<file path="src/rtl/shiftreg_pkg.sv">
// Shared definitions for the universal shift register.
//   - Mode encodings for shift/rotate left/right.
//   - Burst-engine state encoding.
package shiftreg_pkg;

    localparam logic [1:0] MODE_SHL = 2'b00;
    localparam logic [1:0] MODE_SHR = 2'b01;
    localparam logic [1:0] MODE_ROL = 2'b10;
    localparam logic [1:0] MODE_ROR = 2'b11;

    typedef enum logic [1:0] {
        ST_IDLE = 2'b00,
        ST_RUN  = 2'b01,
        ST_DONE = 2'b10
    } state_e;

endpackage

</file>
<file path="src/rtl/shiftreg_core.sv">
// Combinational shift/rotate datapath.
//   d_i       current register contents
//   mode_i    operation (shift/rotate, left/right)
//   ser_in_i  serial input bit, used by the shift modes only
//   d_next_o  register value after one operation
//   ser_out_o serial output: MSB for left modes, LSB for right modes
module shiftreg_core
    import shiftreg_pkg::*;
#(
    parameter int unsigned SIZE = 8
) (
    input  logic [SIZE-1:0] d_i,
    input  logic [1:0]      mode_i,
    input  logic            ser_in_i,
    output logic [SIZE-1:0] d_next_o,
    output logic            ser_out_o
);

    always_comb begin
        d_next_o  = d_i;
        ser_out_o = d_i[SIZE-1];
        unique case (mode_i)
            MODE_SHL: begin
                d_next_o  = {d_i[SIZE-2:0], ser_in_i};
                ser_out_o = d_i[SIZE-1];
            end
            MODE_SHR: begin
                d_next_o  = {ser_in_i, d_i[SIZE-1:1]};
                ser_out_o = d_i[0];
            end
            MODE_ROL: begin
                d_next_o  = {d_i[SIZE-2:0], d_i[SIZE-1]};
                ser_out_o = d_i[SIZE-1];
            end
            MODE_ROR: begin
                d_next_o  = {d_i[0], d_i[SIZE-1:1]};
                ser_out_o = d_i[0];
            end
            default: begin
                d_next_o  = d_i;
                ser_out_o = d_i[SIZE-1];
            end
        endcase
    end

endmodule

</file>
<file path="src/rtl/shiftreg_univ.sv">
// Universal shift register with an autonomous burst engine.
//   clk_i, rst_ni  clock (rising edge), asynchronous active-low reset
//   load_i         parallel load of data_in_i; aborts any burst
//   en_i           one manual shift in mode_i (idle only)
//   mode_i         shift/rotate left/right
//   ser_in_i       serial input for the shift modes
//   start_i, len_i start a burst of len_i shifts (idle only)
//   data_in_i      parallel load data
//   data_out_o     register contents
//   ser_out_o      serial output in the active mode
//   busy_o         burst in progress
//   done_o         one-cycle pulse after the last burst shift
module shiftreg_univ
    import shiftreg_pkg::*;
#(
    parameter int unsigned SIZE = 8,
    parameter int unsigned CNTW = $clog2(SIZE) + 1
) (
    input  logic            clk_i,
    input  logic            rst_ni,
    input  logic            load_i,
    input  logic            en_i,
    input  logic [1:0]      mode_i,
    input  logic            ser_in_i,
    input  logic            start_i,
    input  logic [CNTW-1:0] len_i,
    input  logic [SIZE-1:0] data_in_i,
    output logic [SIZE-1:0] data_out_o,
    output logic            ser_out_o,
    output logic            busy_o,
    output logic            done_o
);

    state_e          state_q;
    logic [CNTW-1:0] cnt_q;
    logic [1:0]      mode_q;
    logic [SIZE-1:0] data_q;

    logic [1:0]      mode_act;
    logic [SIZE-1:0] data_next;

    // During a burst the latched mode drives both the datapath and SerOut, so
    // mode_i may change freely while busy.
    assign mode_act = (state_q == ST_RUN) ? mode_q : mode_i;

    shiftreg_core #(
        .SIZE (SIZE)
    ) u_core (
        .d_i      (data_q),
        .mode_i   (mode_act),
        .ser_in_i (ser_in_i),
        .d_next_o (data_next),
        .ser_out_o(ser_out_o)
    );

    always_ff @(posedge clk_i or negedge rst_ni) begin
        if (!rst_ni) begin
            state_q <= ST_IDLE;
            cnt_q   <= '0;
            mode_q  <= MODE_SHL;
            data_q  <= '0;
        end else if (load_i) begin
            // Load wins over everything and silently aborts a burst.
            data_q  <= data_in_i;
            state_q <= ST_IDLE;
            cnt_q   <= '0;
        end else begin
            unique case (state_q)
                ST_IDLE: begin
                    if (start_i) begin
                        mode_q <= mode_i;
                        if (len_i != '0) begin
                            cnt_q   <= len_i;
                            state_q <= ST_RUN;
                        end else begin
                            state_q <= ST_DONE;
                        end
                    end else if (en_i) begin
                        data_q <= data_next;
                    end
                end
                ST_RUN: begin
                    data_q <= data_next;
                    cnt_q  <= cnt_q - CNTW'(1);
                    if (cnt_q == CNTW'(1)) begin
                        state_q <= ST_DONE;
                    end
                end
                ST_DONE: begin
                    state_q <= ST_IDLE;
                end
                default: begin
                    state_q <= ST_IDLE;
                    cnt_q   <= '0;
                end
            endcase
        end
    end

    assign data_out_o = data_q;
    assign busy_o     = (state_q == ST_RUN);
    assign done_o     = (state_q == ST_DONE);

endmodule

</file>
<file path="config.mk">
export PLATFORM = sky130hd
export DESIGN_NAME = shiftreg_univ
export DESIGN_NICKNAME = d
export VERILOG_FILES = /design/src/rtl/shiftreg_pkg.sv /design/src/rtl/shiftreg_core.sv /design/src/rtl/shiftreg_univ.sv
export SDC_FILE = /design/constraint.sdc
export NUM_CORES = 1
export LEC_CHECK = 0
export CORE_ASPECT_RATIO = 0.9
export CORE_UTILIZATION = 45
export DETAILED_ROUTE_END_ITERATION = 10
export PLACE_DENSITY = 0.76
export SLEW_MARGIN = 20
export SYNTH_ARGS = -nofsm -noshare
export SYNTH_HDL_FRONTEND = slang
export SYNTH_HIERARCHICAL = 1
export SYNTH_SLANG_ARGS = --single-unit
</file>
<file path="constraint.sdc">
create_clock -name clk_i -period 2.3 [get_ports clk_i]
set_input_delay 0.46 -clock clk_i [delete_from_list [all_inputs] [get_ports clk_i]]
set_output_delay 0.46 -clock clk_i [all_outputs]
set_load 0.01 [all_outputs]
</file>
==> out/metrics.csv, run 1 <==
stage,metric,value,unit
floorplanning,number of ports placed on the die boundary,31,
global_route,largest net degree at the start of global routing,18,
critical_path,"critical path, cell by cell",inv_2 -> nor2_2 -> mux2_2 -> mux2_2 -> dlygate4sd2_1,
worst_hold_path,path category of the worst min-delay check,register to register,
synth,number of standard cells after synthesis,94,
synth,post-synthesis sequential area ratio,36.9,%
timing,Worst-Margin Slew,0.745,ns
clock_tree,total clock buffers created by CTS,3,
floorplanning,site row count,16,
critical_path,cell repeated most along the worst path,mux2_2,
floorplanning,floorplan die area,2610,um2
timing,worst hold-check slack,0.507,ns
global_route,wire length of the first global-routing pass,3840,um
synth,portion of synthesized cell area occupied by the leading cell type,36.9,%
clock_tree,cts-stage hold buffer count,0,
placed_design,Port-buffer cells,30,
synth,synth unique cells,31,
timing,max-slew violation count,0,
critical_path,maximum fanout count along the critical path,5,
floorplanning,core area,2220,um2
timing,unrepaired setup endpoints after global routing,no,
placed_design,gpl congestion,0.799,
routing,number of detailed-route iterations in the first pass,4,
floorplanning,chip height,48.6,um
clock_tree,TritonCTS clock tree,built,
clock_tree,count of clock tree sinks,16,
global_route,number of global-route vias before repair,875,
finish,total non-filler cell area in the finished layout,1450,um2
clock_tree,maximum buffer depth of the clock tree,2,
placed_design,worst slack at placement,-0.0519,ns
critical_path,required time at the worst-slack endpoint,1.84,ns
placed_design,HPWL after detailed placement,1700,um
finish,Final nets,153,
power_and_ir_drop,power after layout,1.17,mW
synth,Synth warnings,6,
critical_path,critical path endpoint category,output pin,
routing,DRC marker count from the first detailed-route iteration,7,
timing,Final Cycle Share,96.5,%
synth,cell type with the largest total area after synthesis,dfrtp_1,
global_route,overall fraction of global-route tracks in use,20.2,%
placed_design,Post-DP Area,1420,um2
routing,routed len/inst,14.2,um
timing,Setup-failing EPs final,0,
finish,ANT cells,0,
timing,number of failing hold endpoints at the final stage,0,
routing,number of vias per cell,5.45,
timing,time the final worst path needs with I/O delays and setup,2.22,ns
global_route,number of antenna violations at the first check in global routing,0,
clock_tree,CTS H-tree lvls,1,
synth,"top cells by area, synth","dfrtp_1 (37%), mux2_2 (21%), mux2_4 (9.7%)",
routing,vias post-DR,850,
critical_path,category of the critical setup timing path,register to output pin,
timing,sum of negative setup slack,0,ns
routing,final wirelength,2210,um
critical_path,Critical Path AT,1.76,ns
timing,post-route worst setup slack,0.0812,ns
critical_path,Crit-path slowest cell,dfrtp_1,
clock_tree,"Reg clk slew, reported paths",0.08,ns
clock_tree,clock insertion delay at the later pin of the skew report,0.28,ns
clock_tree,buffer type at the clock tree root,clkbuf_4,
flow_run,Max-Cap Viols,0,
timing,Worst slew margin,50.2,%
run_status,result of the run,finished clean,
synth,Synth Cell Area,1090,um2
finish,area growth from synthesis to final layout,33.5,%
routing,Antenna Violating Nets Remaining,0,
critical_path,stage delay of the slowest cell on the critical path,0.37,ns
floorplanning,Die X-Extent,53.8,um
global_route,global route overflow,0,
synth,number of storage elements in the synthesis netlist,16,
timing,Fin Clk Skew,0.00349,ns
synth,net count after synthesis,116,
power_and_ir_drop,highest ir drop seen on vdd,528,uV
routing,DRC Markers,0,
timing,Max Freq,451,MHz
finish,fraction of layout cells with a size suffix above 1,34.1,%
floorplanning,starting utilization of the core area,48.9,%
critical_path,Setup crit start kind,register,
synth,mean instance size in the synthesized netlist,11.6,um2
power_and_ir_drop,Leak Pwr,0.594,nW
power_and_ir_drop,Pwr Density,804,nW/um2
[path summary, 6_finish.rpt]
kind	slack (ns)	cells after the start	end	from
max	0.08	5	ser_out_o	state_q[0]$_DFFE_PN0P_
min	0.51	1	mode_q[0]$_DFFE_PN0P_	mode_q[0]$_DFFE_PN0P_
max reg2reg	0.24	7	data_out_o[6]$_DFFE_PN0P_	state_q[0]$_DFFE_PN0P_
min reg2reg	0.51	1	mode_q[0]$_DFFE_PN0P_	mode_q[0]$_DFFE_PN0P_
max in group asynchronous	1.22	1	data_out_o[2]$_DFFE_PN0P_	rst_ni
min in group asynchronous	0.61	1	cnt_q[3]$_DFFE_PN0P_	rst_ni
[cell type report]
class,count,area (um2)
timing repair buffer,36,344
tap,27,33.8
sequential,16,400
clock buffer,3,22.5
inverter,3,11.3
multi-input combinational,71,638
fill,171,772
[cells in the final DEF, fill, tap and decap left out, drive strengths merged, types with 2 or more instances in the layout]
cell	instances
inv	3
mux2i	2
nor2	6
buf	6
nand2b	3
a21oi	6
mux2	27
ha	2
dfrtp	16
nand2	4
o21ai	3
nor3	5
clkdlybuf4s50	29
clkbuf	3
o2111ai	2
[logic make-up after synthesis]
group	after synthesis	share of synthesized area, %
flip-flops	16	36.9
XOR/XNOR	2	1.61
adder cells (fa/ha/maj)	2	2.30
buffers and inverters	7	4.61
multiplexers	29	32.3
AND/OR/NAND/NOR	22	11.4
AO/OA/AOI/OAI	16	10.9
[stage by stage]
step | std cells | utilization (%)
floorplan | 94 | -
global placement | 152 | 63.9
detailed placement | 152 | 63.9
CTS | 155 | 64.9
global route | 156 | 65.3
finish | 156 | 65.3
[timing repair]
action                     CTS  global route
buffers inserted             0             1
cloned                       0             0
setup endpoints to repair    1             1
gates resized for setup      2             0
[registers in the layout (all words and copies together), names as in the netlist]
name and flops:
cnt_q 4, mode_q 2, data_out_o 8, state_q 2
[power breakdown]
group | switching (mW) | internal, mW | leakage, nW
clock network | 0.0818 | 0.0609 | 0.0138
logic | 0.215 | 0.368 | 0.385
registers | 0.0796 | 0.360 | 0.196
total | 0.377 | 0.789 | 0.594
[cells in the mapped netlist]
cell and instances:
buf_6 3, a21oi_1 5, nor4_2 1, nor3_2 1, inv_1 2, xor2_1 1, o21ai_0 2, xnor2_1 1
nor2b_1 1, inv_2 1, nor2_1 5, o21ai_2 1, a21oi_2 1, o311ai_0 1, dfrtp_1 16, o2111ai_1 2
buf_2 1, nor3_1 4, or3_1 1, o41ai_1 1, nand2b_1 3, o31ai_1 1, mux2_4 7, ha_1 2
nand3_1 1, nor2_4 1, mux2i_1 2, o31a_1 1, nand2_1 4, a2111oi_2 1, mux2_2 20
[worst max-delay path: cells and delay by family, from the launching register on]
family / cells / cell delay [ns]
flops: 1 / 0.37
simple gates: 1 / 0.14
mux: 2 / 0.62
buf+inv: 2 / 0.35
[layer usage]
metal | share of wire, % | up-vias | global-route usage, %
met3 | 5.2 | 3 | 7.23
met4 | 0.50 | 0 | 3.95
met1 | 48 | 406 | 27.5
met2 | 46 | 22 | 30.5
met5 | 0 | - | 0
li1 | - | 419 | -
Note: power is estimated with default switching activity, not from simulation.
==> run 2: changes to the inputs <==
- HOLD_SLACK_MARGIN: default -> 0.03
- SYNTH_HIERARCHICAL: 1 -> default
==> out/metrics.csv, run 2 <==
stage,metric,value,unit,change
finish,ANT cells,0,,unchanged
finish,total non-filler cell area in the finished layout,1450,um2,unchanged
floorplanning,site row count,16,,unchanged
synth,number of storage elements in the synthesis netlist,16,,unchanged
clock_tree,total clock buffers created by CTS,3,,unchanged
global_route,global route overflow,0,,unchanged
clock_tree,"Reg clk slew, reported paths",0.10,ns,+0.02 ns
synth,mean instance size in the synthesized netlist,9.59,um2,-17%
flow_run,Max-Cap Viols,0,,unchanged
power_and_ir_drop,highest ir drop seen on vdd,571,uV,+8.2%
timing,post-route worst setup slack,0.316,ns,+0.235 ns
global_route,largest net degree at the start of global routing,19,,+1
synth,cell type with the largest total area after synthesis,dfrtp_1,,
clock_tree,post-CTS setup-driven buffer insertion count,0,,unchanged
routing,final wirelength,2370,um,+7.2%
floorplanning,chip height,48.3,um,-0.56%
finish,area growth from synthesis to final layout,35.1,%,
synth,"top cells by area, synth","dfrtp_1 (37%), mux2i_1 (6.5%), a21oi_1 (6.1%)",,
synth,most frequent cell after synthesis,dfrtp_1,,
synth,fraction of registers with async set/reset,100,%,unchanged
worst_hold_path,path category of the worst min-delay check,register to register,,
timing,Max Freq,504,MHz,+12%
timing,sum of negative setup slack,0,ns,unchanged
finish,number of flip-flops in the largest register,8,,unchanged
critical_path,"critical path, cell by cell",buf_4 -> nor2b_1 -> clkdlybuf4s50_1,,
synth,top cell types by occurrence after synthesis,"dfrtp_1 (16), a21oi_1 (13), inv_1 (8), nand2b_1 (8), mux2i_1 (7)",,
critical_path,Crit-path slowest cell,clkdlybuf4s50_1,,
synth,Synth Cell Area,1070,um2,-1.2%
clock_tree,TritonCTS clock tree,built,,
global_route,overall fraction of global-route tracks in use,21.0,%,+0.87 points
placed_design,worst slack at placement,0.0268,ns,+0.0787 ns
floorplanning,Die X-Extent,53.5,um,-0.56%
power_and_ir_drop,power after layout,1.01,mW,-13%
floorplanning,starting utilization of the core area,48.3,%,-0.56 points
routing,routed len/inst,13.8,um,-2.7%
timing,number of failing hold endpoints at the final stage,0,,unchanged
timing,Fin Clk Skew,0.00661,ns,+0.00312 ns
finish,fraction of layout cells with a size suffix above 1,12.4,%,-22 points
run_status,result of the run,finished clean,,
critical_path,Setup crit start kind,register,,
placed_design,Post-DP Area,1400,um2,-1.1%
routing,number of detailed-route iterations in the first pass,4,,unchanged
global_route,wire length of the first global-routing pass,4040,um,+5.4%
critical_path,critical path endpoint category,output pin,,
timing,Worst slew margin,49.7,%,-0.48 points
critical_path,Critical Path AT,1.52,ns,-0.24 ns
clock_tree,maximum buffer depth of the clock tree,2,,unchanged
routing,Antenna Violating Nets Remaining,0,,unchanged
timing,Worst-Margin Slew,0.752,ns,+0.00717 ns
floorplanning,core area,2220,um2,unchanged
finish,most frequent cells in the layout,"clkdlybuf4s50_1 (29), dfrtp_1 (16), a21oi_1 (13)",,
routing,DRC marker count from the first detailed-route iteration,19,,+12
finish,final core utilization,65.3,%,unchanged
routing,vias post-DR,955,,+12%
synth,synth unique cells,38,,+23%
floorplanning,floorplan die area,2590,um2,-1.1%
clock_tree,buffer type at the clock tree root,clkbuf_4,,
global_route,number of global-route vias before repair,928,,+6.1%
clock_tree,count of clock tree sinks,16,,unchanged
power_and_ir_drop,Leak Pwr,0.643,nW,+8.1%
critical_path,stage delay of the slowest cell on the critical path,0.54,ns,+0.17 ns
timing,max-slew violation count,0,,unchanged
placed_design,Port-buffer cells,30,,unchanged
timing,Setup-failing EPs final,0,,unchanged
synth,Synth warnings,0,,-6
placed_design,gpl congestion,0.852,,+6.6%
finish,Final nets,168,,+9.8%
finish,final standard cell count with taps included and fillers excluded,172,,+10%
routing,number of vias per cell,5.55,,+1.9%
placed_design,HPWL after detailed placement,1810,um,+6.4%
synth,net count after synthesis,134,,+16%
timing,Final Cycle Share,86.3,%,-10 points
synth,number of enable-type register cells in the synthesized netlist,0,,unchanged
placed_design,Cells after DPL,168,,+11%
critical_path,maximum fanout count along the critical path,10,,+5
clock_tree,CTS H-tree lvls,1,,unchanged
timing,unrepaired setup endpoints after global routing,no,,
routing,DRC Markers,0,,unchanged
floorplanning,number of ports placed on the die boundary,31,,unchanged
timing,time the final worst path needs with I/O delays and setup,1.98,ns,-0.235 ns
synth,most used flip-flop cell after synthesis,dfrtp_1,,
critical_path,required time at the worst-slack endpoint,1.84,ns,about the same
clock_tree,clock insertion delay at the later pin of the skew report,0.28,ns,about the same
power_and_ir_drop,Pwr Density,697,nW/um2,-13%
global_route,number of antenna violations at the first check in global routing,0,,unchanged
critical_path,category of the critical setup timing path,register to output pin,,
finish,"most common cell after layout, fill and taps aside",clkdlybuf4s50_1,,
synth,post-synthesis sequential area ratio,37.3,%,+0.43 points
synth,portion of synthesized cell area occupied by the leading cell type,37.3,%,+0.43 points
timing,worst hold-check slack,0.559,ns,+0.0518 ns
synth,number of standard cells after synthesis,112,,+19%
-- run 2: cell types whose count changed in the layout (fill, tap and decap cells not counted), sizes merged, moves of 3 or more --
cell,before,now
a21o,0,3
a21oi,6,13
inv,3,8
mux2,27,3
mux2i,2,8
nand2b,3,9
nor3,5,1
o31ai,1,6
-- run 2: critical path: cells and delay by family (launching register included) --
kind          cells  cell delay (ns)
simple gates      1             0.10
buf+inv           2             0.72
flops             1             0.42
-- run 2: layout make-up --
cell class                      count  area [um2]
Clock buffer                        4        36.3
Fill cell                         185         772
Inverter                            8        30.0
Multi-Input combinational cell     81         602
Sequential cell                    16         400
Tap cell                           27        33.8
Timing Repair Buffer               36         348
-- run 2: power by group --
| group | total [mW] | internal (mW) | switching [mW] |
|---|---|---|---|
| Combinational | 0.425 | 0.238 | 0.187 |
| Clock | 0.184 | 0.0963 | 0.0879 |
| Sequential | 0.402 | 0.338 | 0.0637 |
| Total | 1.01 | 0.672 | 0.339 |
-- run 2: final timing paths --
path                                        startpoint                         to  slack, ns  cells past startpoint
worst max-delay path            state_q[0]$_DFFE_PN0P_                     done_o       0.32                      3
worst min-delay path             mode_q[1]$_DFFE_PN0P_      mode_q[1]$_DFFE_PN0P_       0.56                      1
worst max register to register  state_q[1]$_DFFE_PN0P_  data_out_o[0]$_DFFE_PN0P_       0.68                      5
worst min register to register   mode_q[1]$_DFFE_PN0P_      mode_q[1]$_DFFE_PN0P_       0.56                      1
max in group asynchronous                       rst_ni  data_out_o[5]$_DFFE_PN0P_       1.22                      1
min in group asynchronous                       rst_ni     state_q[0]$_DFFE_PN0P_       0.61                      1
-- run 2: what timing repair did --
action / 4_1_cts / 5_1_grt
resized for setup: 0 / 2
hold buffers: 0 / 0
endpoints found under the setup margin: 0 / 1
-- run 2: kinds of logic (layout without fill, tap and decap cells) --
family          Yosys count  in the layout  share of synthesized area [%]
fa+ha+maj                 2              2                           2.33
compound gates           35             35                           22.8
xor+xnor                  2              2                           1.63
flops                    16             16                           37.3
simple gates             31             31                           17.5
mux                      11             11                           11.0
buf+inv                  15             48                           7.46
-- run 2: layer usage --
metal	wire (um)	part of all wire [%]	up-vias	global-route usage [%]
li1	-	-	471	-
met1	1100	46	458	28.2
met2	1160	49	24	33.3
met3	95	4.0	2	6.60
met4	13	0.55	0	3.51
met5	0	0	-	0
==> run 3: changes to the inputs <==
- CORE_UTILIZATION: 45 -> 40
- PLACE_DENSITY: 0.76 -> 0.69
- SLEW_MARGIN: 20 -> 30
==> out/metrics.csv, run 3 (same netlist as run 2, synthesis figures left out) <==
stage,metric,value,unit,change
finish,final standard cell count with taps included and fillers excluded,175,,+1.7%
power_and_ir_drop,sw power,0.339,mW,about the same
floorplanning,Die X-Extent,56.6,um,+5.8%
clock_tree,maximum buffer depth of the clock tree,2,,unchanged
placed_design,HPWL after detailed placement,1930,um,+6.6%
worst_hold_path,path category of the worst min-delay check,register to register,,
routing,number of detailed-route iterations in the first pass,4,,unchanged
global_route,largest net degree at the start of global routing,17,,-2
run_status,result of the run,finished clean,,
critical_path,number of cells on the critical path,5,,+2
finish,number of flip-flops in the largest register,8,,unchanged
global_route,wire length of the first global-routing pass,4280,um,+5.8%
power_and_ir_drop,Pwr Density,673,nW/um2,-3.5%
routing,DRC marker count from the first detailed-route iteration,29,,+10
timing,sum of negative setup slack,0,ns,unchanged
clock_tree,CTS H-tree lvls,1,,unchanged
routing,Antenna Violating Nets Remaining,0,,unchanged
power_and_ir_drop,Leak Pwr,0.640,nW,-0.42%
global_route,number of global-route vias before repair,941,,+1.4%
power_and_ir_drop,relative contribution of sequential cells to total power,40.7,%,+1.0 points
flow_run,Max-Cap Viols,0,,unchanged
floorplanning,number of ports placed on the die boundary,31,,unchanged
critical_path,Critical Path AT,1.54,ns,+0.02 ns
timing,Worst slew margin,49.9,%,+0.20 points
finish,Final nets,171,,+1.8%
critical_path,maximum fanout count along the critical path,7,,-3
finish,"most common cell after layout, fill and taps aside",clkdlybuf4s50_1,,
clock_tree,post-CTS setup-driven buffer insertion count,0,,unchanged
timing,Fin Clk Skew,0.00767,ns,+0.00106 ns
timing,number of failing hold endpoints at the final stage,0,,unchanged
critical_path,Setup crit start kind,register,,
routing,number of vias per cell,5.64,,+1.6%
placed_design,gpl congestion,0.835,,-1.9%
critical_path,required time at the worst-slack endpoint,1.84,ns,about the same
timing,Worst-Margin Slew,0.749,ns,-0.00298 ns
floorplanning,floorplan die area,2900,um2,+12%
placed_design,Cells after DPL,172,,+2.4%
critical_path,category of the critical setup timing path,register to output pin,,
floorplanning,chip height,51.1,um,+5.8%
critical_path,number of cell instances on the worst register-to-register path,5,,unchanged
routing,vias post-DR,987,,+3.4%
critical_path,critical path endpoint category,output pin,,
placed_design,Port-buffer cells,30,,unchanged
floorplanning,starting utilization of the core area,43.1,%,-5.2 points
timing,unrepaired setup endpoints after global routing,no,,
power_and_ir_drop,combinational power share,44.6,%,+2.5 points
floorplanning,site row count,17,,+1
critical_path,critical path buffer and inverter count,1,,-1
global_route,global route overflow,0,,unchanged
finish,ANT cells,0,,unchanged
power_and_ir_drop,Clk pwr share,14.7,%,-3.5 points
global_route,number of antenna violations at the first check in global routing,0,,unchanged
clock_tree,"Reg clk slew, reported paths",0.09,ns,about the same
routing,DRC Markers,0,,unchanged
floorplanning,core area,2490,um2,+12%
routing,final wirelength,2490,um,+4.9%
critical_path,Crit-path slowest cell,dfrtp_1,,
finish,most frequent cells in the layout,"clkdlybuf4s50_1 (29), dfrtp_1 (16), a21oi_1 (13)",,
critical_path,stage delay of the slowest cell on the critical path,0.41,ns,-0.13 ns
power_and_ir_drop,highest ir drop seen on vdd,546,uV,-4.5%
routing,routed len/inst,14.2,um,+3.1%
clock_tree,total clock buffers created by CTS,3,,unchanged
critical_path,"critical path, cell by cell",nand2b_4 -> mux2i_4 -> nand2_1 -> o21ai_0 -> dlygate4sd2_1,,
worst_hold_path,number of stages on the worst hold path,1,,unchanged
clock_tree,TritonCTS clock tree,built,,
timing,Max Freq,500,MHz,-0.72%
finish,area growth from synthesis to final layout,35.7,%,
timing,time the final worst path needs with I/O delays and setup,2.00,ns,+0.0144 ns
finish,fraction of layout cells with a size suffix above 1,13.6,%,+1.2 points
power_and_ir_drop,sw frac,34.6,%,+1.1 points
clock_tree,count of clock tree sinks,16,,unchanged
power_and_ir_drop,cell internal power dissipation,0.641,mW,-4.7%
timing,Final Cycle Share,86.9,%,+0.62 points
timing,Setup-failing EPs final,0,,unchanged
clock_tree,clock insertion delay at the later pin of the skew report,0.28,ns,about the same
global_route,overall fraction of global-route tracks in use,19.3,%,-1.7 points
critical_path,family with the most delay on the worst path,flip-flops,,
clock_tree,buffer type at the clock tree root,clkbuf_4,,
timing,max-slew violation count,0,,unchanged
[run 3: changes by cell type in the layout (fill, tap and decap cells not counted), sizes merged]
cell,delta
buf,+3
clkbuf,-1
dlygate4sd2,+1
dlymetal6s2s,-1
[run 3: power groups by stage]
stage / clock network [mW] / logic, mW / registers, mW
after floorplan: 0 / 0.254 / 0.403
after global placement: 0 / 0.428 / 0.400
after detailed placement: 0 / 0.436 / 0.403
after CTS: 0.151 / 0.439 / 0.400
after global routing: 0.164 / 0.483 / 0.410
final: 0.144 / 0.437 / 0.399
[run 3: timing repair]
| action | CTS | global route |
|---|---|---|
| hold buffers | 0 | 0 |
| endpoints found under the hold margin | 0 | 0 |
| gates resized for setup | 2 | 0 |
| setup endpoints to repair | 1 | 0 |
[run 3: final timing paths]
path                                         from                         to  slack (ns)
max                        state_q[0]$_DFFE_PN0P_                  ser_out_o        0.30
min                         mode_q[1]$_DFFE_PN0P_      mode_q[1]$_DFFE_PN0P_        0.56
max reg2reg                state_q[1]$_DFFE_PN0P_  data_out_o[0]$_DFFE_PN0P_        0.69
min reg2reg                 mode_q[1]$_DFFE_PN0P_      mode_q[1]$_DFFE_PN0P_        0.56
max in group asynchronous                  rst_ni  data_out_o[4]$_DFFE_PN0P_        1.21
min in group asynchronous                  rst_ni  data_out_o[6]$_DFFE_PN0P_        0.61
[run 3: metal layers]
layer / track usage (%) / up-vias / share of wire, %
li1: - / 480 / -
met1: 26.0 / 472 / 47
met2: 30.4 / 33 / 48
met3: 5.57 / 2 / 5.5
met4: 5.28 / 0 / 0.32
met5: 0 / - / 0
[run 3: area by class of cell]
cell class | instances | area [um2]
clock buffers | 3 | 22.5
fillers | 228 | 1030
multi-input cells | 81 | 602
flip-flops and latches | 16 | 400
inverters | 8 | 30.0
well taps | 28 | 35.0
repair buffers | 39 | 367
[run 3: metrics by stage]
| stage | cell area (um2) | util (%) | worst slack (ns) | total power [mW] | hold slack (ns) |
|---|---|---|---|---|---|
| 2_1_floorplan | 1070 | - | 0.528 | 0.657 | 0.164 |
| 3_3_place_gp | 1430 | 57.3 | 0.00566 | 0.829 | 0.521 |
| 3_5_place_dp | 1430 | 57.3 | 0.00685 | 0.839 | 0.547 |
| 4_1_cts | 1460 | 58.5 | 0.278 | 0.990 | 0.568 |
| 5_1_grt | 1460 | 58.5 | 0.142 | 1.06 | 0.591 |
| 6_report | 1460 | 58.5 | 0.302 | 0.980 | 0.559 |
